**config.mk**
```make
export PLATFORM = sky130hd
export DESIGN_NAME = trackball_delta_reader
export DESIGN_NICKNAME = d
export VERILOG_FILES = /design/src/rtl/trackball_delta_reader.sv
export SDC_FILE = /design/constraint.sdc
export NUM_CORES = 1
export LEC_CHECK = 0
export CORE_MARGIN = 5
export CORE_UTILIZATION = 58
export CTS_BUF_LIST = sky130_fd_sc_hd__clkbuf_4
export DETAILED_ROUTE_END_ITERATION = 6
export MAX_ROUTING_LAYER = met4
export PLACE_DENSITY_LB_ADDON = 0.12
export SETUP_SLACK_MARGIN = 0.02
export SLEW_MARGIN = 20
export SYNTH_ARGS = -nofsm -noshare
export SYNTH_HDL_FRONTEND = slang
export SYNTH_SLANG_ARGS = --single-unit
```
**constraint.sdc**
```tcl
create_clock -name clk -period 4.24 [get_ports clk]
set_input_delay 0.636 -clock clk [delete_from_list [all_inputs] [get_ports clk]]
set_output_delay 0.636 -clock clk [all_outputs]
set_load 0.05 [all_outputs]
```
**src/rtl/trackball_delta_reader.sv**
```systemverilog
// Turns free-running X/Y quadrature counts into saturating signed deltas
// accumulated between host reads, handed over on a 4-phase req/ack handshake.
module trackball_delta_reader #(
  parameter int CNT_W = 7,
  parameter int OUT_W = 8
) (
  input  logic                    clk,
  input  logic                    clrn,
  input  logic                    enable,
  input  logic        [CNT_W-1:0] cnt_x,
  input  logic        [CNT_W-1:0] cnt_y,
  input  logic                    rd_req,
  output logic                    rd_ack,
  output logic signed [OUT_W-1:0] dx,
  output logic signed [OUT_W-1:0] dy,
  output logic                    ovf_x,
  output logic                    ovf_y,
  output logic                    moved
);

  typedef enum logic {IDLE, ACK} state_e;

  state_e                  state_q, state_d;
  logic        [CNT_W-1:0] prev_x_q, prev_x_d, prev_y_q, prev_y_d;
  logic signed [OUT_W-1:0] acc_x_q, acc_x_d, acc_y_q, acc_y_d;
  logic                    sticky_x_q, sticky_x_d, sticky_y_q, sticky_y_d;
  logic signed [OUT_W-1:0] dx_q, dx_d, dy_q, dy_d;
  logic                    ovf_x_q, ovf_x_d, ovf_y_q, ovf_y_d;
  logic                    rd_ack_q, rd_ack_d;
  logic                    moved_q, moved_d;

  logic signed [OUT_W:0]   step_x_eff, step_y_eff;
  logic signed [OUT_W:0]   sum_x, sum_y;
  logic signed [OUT_W-1:0] sat_x, sat_y;
  logic                    clamp_x, clamp_y;

  // Modular difference reinterpreted as signed, so a counter wrap is a +/-1 step.
  function automatic logic signed [OUT_W:0] step_ext(input logic [CNT_W-1:0] cnt,
                                                      input logic [CNT_W-1:0] prev);
    logic [CNT_W-1:0] diff;
    diff = cnt - prev;
    return {{(OUT_W+1-CNT_W){diff[CNT_W-1]}}, diff};
  endfunction

  function automatic logic sat_ovf(input logic signed [OUT_W:0] s);
    return s[OUT_W] ^ s[OUT_W-1];
  endfunction

  function automatic logic signed [OUT_W-1:0] sat_val(input logic signed [OUT_W:0] s);
    if (sat_ovf(s)) begin
      return s[OUT_W] ? {1'b1, {(OUT_W-1){1'b0}}} : {1'b0, {(OUT_W-1){1'b1}}};
    end
    return s[OUT_W-1:0];
  endfunction

  always_comb begin
    step_x_eff = enable ? step_ext(cnt_x, prev_x_q) : '0;
    step_y_eff = enable ? step_ext(cnt_y, prev_y_q) : '0;
    sum_x      = {acc_x_q[OUT_W-1], acc_x_q} + step_x_eff;
    sum_y      = {acc_y_q[OUT_W-1], acc_y_q} + step_y_eff;
    sat_x      = sat_val(sum_x);
    sat_y      = sat_val(sum_y);
    clamp_x    = sat_ovf(sum_x);
    clamp_y    = sat_ovf(sum_y);

    state_d    = state_q;
    prev_x_d   = enable ? cnt_x : prev_x_q;
    prev_y_d   = enable ? cnt_y : prev_y_q;
    acc_x_d    = sat_x;
    acc_y_d    = sat_y;
    sticky_x_d = sticky_x_q | clamp_x;
    sticky_y_d = sticky_y_q | clamp_y;
    dx_d       = dx_q;
    dy_d       = dy_q;
    ovf_x_d    = ovf_x_q;
    ovf_y_d    = ovf_y_q;
    rd_ack_d   = rd_ack_q;
    moved_d    = (acc_x_q != '0) | (acc_y_q != '0);

    unique case (state_q)
      IDLE: begin
        if (rd_req) begin
          // Capture-cycle motion lands in the snapshot, not in the cleared accumulator.
          dx_d       = sat_x;
          dy_d       = sat_y;
          ovf_x_d    = sticky_x_q | clamp_x;
          ovf_y_d    = sticky_y_q | clamp_y;
          acc_x_d    = '0;
          acc_y_d    = '0;
          sticky_x_d = 1'b0;
          sticky_y_d = 1'b0;
          rd_ack_d   = 1'b1;
          state_d    = ACK;
        end
      end
      ACK: begin
        if (!rd_req) begin
          rd_ack_d = 1'b0;
          state_d  = IDLE;
        end
      end
      default: state_d = IDLE;
    endcase
  end

  always_ff @(posedge clk or negedge clrn) begin
    if (!clrn) begin
      state_q    <= IDLE;
      prev_x_q   <= '0;
      prev_y_q   <= '0;
      acc_x_q    <= '0;
      acc_y_q    <= '0;
      sticky_x_q <= 1'b0;
      sticky_y_q <= 1'b0;
      dx_q       <= '0;
      dy_q       <= '0;
      ovf_x_q    <= 1'b0;
      ovf_y_q    <= 1'b0;
      rd_ack_q   <= 1'b0;
      moved_q    <= 1'b0;
    end else begin
      state_q    <= state_d;
      prev_x_q   <= prev_x_d;
      prev_y_q   <= prev_y_d;
      acc_x_q    <= acc_x_d;
      acc_y_q    <= acc_y_d;
      sticky_x_q <= sticky_x_d;
      sticky_y_q <= sticky_y_d;
      dx_q       <= dx_d;
      dy_q       <= dy_d;
      ovf_x_q    <= ovf_x_d;
      ovf_y_q    <= ovf_y_d;
      rd_ack_q   <= rd_ack_d;
      moved_q    <= moved_d;
    end
  end

  assign rd_ack = rd_ack_q;
  assign dx     = dx_q;
  assign dy     = dy_q;
  assign ovf_x  = ovf_x_q;
  assign ovf_y  = ovf_y_q;
  assign moved  = moved_q;

endmodule

```
==> flow_summary.toml, run 1 <==
[clocking]
cts_setup_buffers = 0
insertion_delay_ps = 380
cts_buffers = 5
holdBufCountCts = 0
clk_path_buf_depth = 2
cts_max_level = 2
cts_tree = "yes"
cts_sinks = 53
clkTransAtPathRegs_ps = 170
root_buffer = "clkbuf_4"
cts_resized = 0

[timing]
setup_viol = 0
maxSlewHeadroom_pct = 65.3
worst_slew_pin_slew_ps = 519
hold_viol = 0
fin_skew_ps = 5.02
drv_slew = 0
rsz0062_at_grt = "no"
fin_ws_ps = 244
clock.fmax_mhz = 250
finalCriticalPeriod_ps = 4000
period_share_pct = 94.2

[finish]
final-instance-count-excl-fill = 474
multi_input_area_sq_um = 1810
stdcell_area_sq_um = 3960
fill_cells = 441
syn_to_final_growth_pct = 21.3
seqCellArea_sq_um = 1330
drive_gt1_share_pct = 12.7
diodes = 0
fin_nets = 452

[detailed_routing]
via_per_inst = 5.42
drc = 0
drtIter0Drc = 147
ant_nets = 0
post_drt_wl_per_cell_um = 14.0
vias = 2567
first_pass_iters = 5
wl_um = 6650

[power]
power.total_uw = 2910
leakage_uw = 0.00188
powerDensity_nw_per_um2 = 735
ir_drop_mv = 0.540

[worst_setup_path]
cp_data_arrival_time_ps = 4290
end_kind = "register"
crit_path_top_delay_cell = "a2111oi_1"
cp_top_family = "compound AO/OA/AOI/OAI gates"
worstPathCellList = "clkdlybuf4s50_1 -> inv_1 -> ha_1 -> inv_1 -> fa_1 -> a21o_1 -> a21oi_1 -> o21bai_1 -> a21oi_1 -> xnor2_1 -> and2_1 -> ha_1 -> a2111oi_1 -> and2_1 -> mux2i_1 -> buf_4 -> a22o_1 -> mux2_2"
crit_required_ps = 4530
startpoint_type = "input pin"
path_max_fanout = 6
crit_type = "input pin to register"
path_buf_inv = 4
critPathMaxStageDelay_ps = 430

[logic_synthesis]
synth.most_common_cell = "dfrtp_1"
syn_area_sq_um = 3270
yosysWarnings = 0
ys.flop_type = "dfrtp_1"
synth.top_cells.by_area = "dfrtp_1, ha_1, a21oi_1"
yosysUniqueCellTypes = 44
synth_top_area_share_pct = 40.6
ys_ff_latch = 53
synth_seq_area_share_pct = 40.6
synth-edff-count = 0
async_reset_ff_share_pct = 100
synth_nets = 394
synth_top_cell_by_area = "dfrtp_1"
synth.avg_cell_area_sq_um = 9.52
netlist_top_cells_count = "dfrtp_1, nor2_1, a21oi_1, ha_1, inv_1"
syn_inst = 343

[grt]
overflow = 0
first_global_vias = 2575
antenna_found_initial = 0
grt.total_usage_pct = 20.4
grt_pass1_wl_um = 11700
grt_max_degree = 41

[placement]
routabilityCongestion = 0.868
dp_hpwl_um = 5020
port_buffers = 37
place_area_sq_um = 3870
place_ws_ps = -177
post-place-cells = 466

[die]
dieArea_sq_um = 7230
core-area_sq_um = 5510
die_h_um = 85.1
die_w_um = 85.1
boundaryPins = 38
rows = 27
start_util_pct = 59.3

[run_status]
outcome = "completed"

[job]
maxCapViolCount = 0

[worst_hold_path]
hp-class = "input pin to asynchronous set/reset pin"
## metrics by stage
stage	setup TNS [ps]	hold WS, ps	util, %
6_report	0	104	72.0
2_1_floorplan	0	340	-
5_1_grt	0	101	72.0
3_5_place_dp	-2250	486	70.2
3_3_place_gp	-907	475	70.2
4_1_cts	0	101	71.8
## flip-flops by register name, summed over array words and instances (netlist names)
register	cells
acc_x_q	8
acc_y_q	8
dx	8
dy	8
prev_x_q	7
prev_y_q	7
moved	1
ovf_x	1
ovf_y	1
rd_ack	1
state_q	1
sticky_x_q	1
sticky_y_q	1
## cells in the final DEF (no fill, tap or decap), types with 5 or more instances in the layout
master	Yosys	final
dfrtp_1	53	53
nor2_1	38	38
clkdlybuf4s50_1	0	36
a21oi_1	31	31
ha_1	29	29
inv_1	27	27
buf_4	0	25
nand2_1	19	19
o21ai_0	18	18
a21o_1	12	12
xnor2_1	13	12
nor2b_1	10	10
a22oi_1	10	10
and2_1	9	9
mux2_2	9	9
clkbuf_4	0	5
## cell families (layout without fill, tap and decap cells)
family	Yosys count	after routing	synth area share, %
simple gates	98	98	14.5
compound gates	89	89	17.3
flops	53	53	40.6
buf+inv	38	97	4.40
fa+ha+maj	34	34	13.9
xor+xnor	17	17	4.56
mux	14	14	4.79
## area by class of cell
| class | count | area share, % |
|---|---|---|
| Sequential cell | 53 | 33.5 |
| Tap cell | 72 | 2.27 |
| Clock buffer | 5 | 0.947 |
| Multi-Input combinational cell | 252 | 45.6 |
| Timing Repair Buffer | 62 | 14.0 |
| Clock inverter | 3 | 1.20 |
| Inverter | 27 | 2.56 |
## where the power goes
group	internal (uW)	leakage [uW]	switching [uW]
logic	778	0.00123	1030
clock network	129	0.0000462	177
registers	690	0.000608	114
total	1600	0.00188	1320
## final timing paths
path,startpoint,endpoint,slack (ps),cells after the start
worst max-delay path,cnt_x[0],dx[1],240,18
worst min register to register,state_q,rd_ack,510,1
min in group clk,state_q,rd_ack,510,1
max in group asynchronous,clrn,prev_x_q[6],3350,2
worst max register to register,prev_x_q[0],dx[1],610,16
worst min-delay path,clrn,prev_y_q[5],100,1
## worst reg2reg max path, stage by stage (launching register included)
cell and delay, ps:
dfrtp_1 380, ha_1 140, inv_1 50, fa_1 380, a21o_1 170, a21oi_1 190
o21bai_1 80, a21oi_1 170, xnor2_1 80, and2_1 180, ha_1 340, a2111oi_1 430
and2_1 220, mux2i_1 100, buf_4 180, a22o_1 190, mux2_2 260
## per-layer routing
layer / wire length, um / GRT usage, % / vias to the layer above
met5: 0 / - / -
met4: 76 / 5.90 / 0
met2: 2760 / 27.9 / 65
met3: 302 / 4.76 / 8
li1: - / - / 1310
met1: 3510 / 30.1 / 1184
(Power assumes the default switching activity.)
==> inputs of run 2 (changes only) <==
- TNS_END_PERCENT: default -> 5
==> results of run 2 <==
The final DEF is identical to that of run 1; final timing and power are the same.
==> inputs of run 3 (changes only) <==
- ABC_CLOCK_PERIOD_IN_PS: default -> 4240
==> results of run 3 <==
The final DEF is identical to that of run 1; final timing and power are the same.
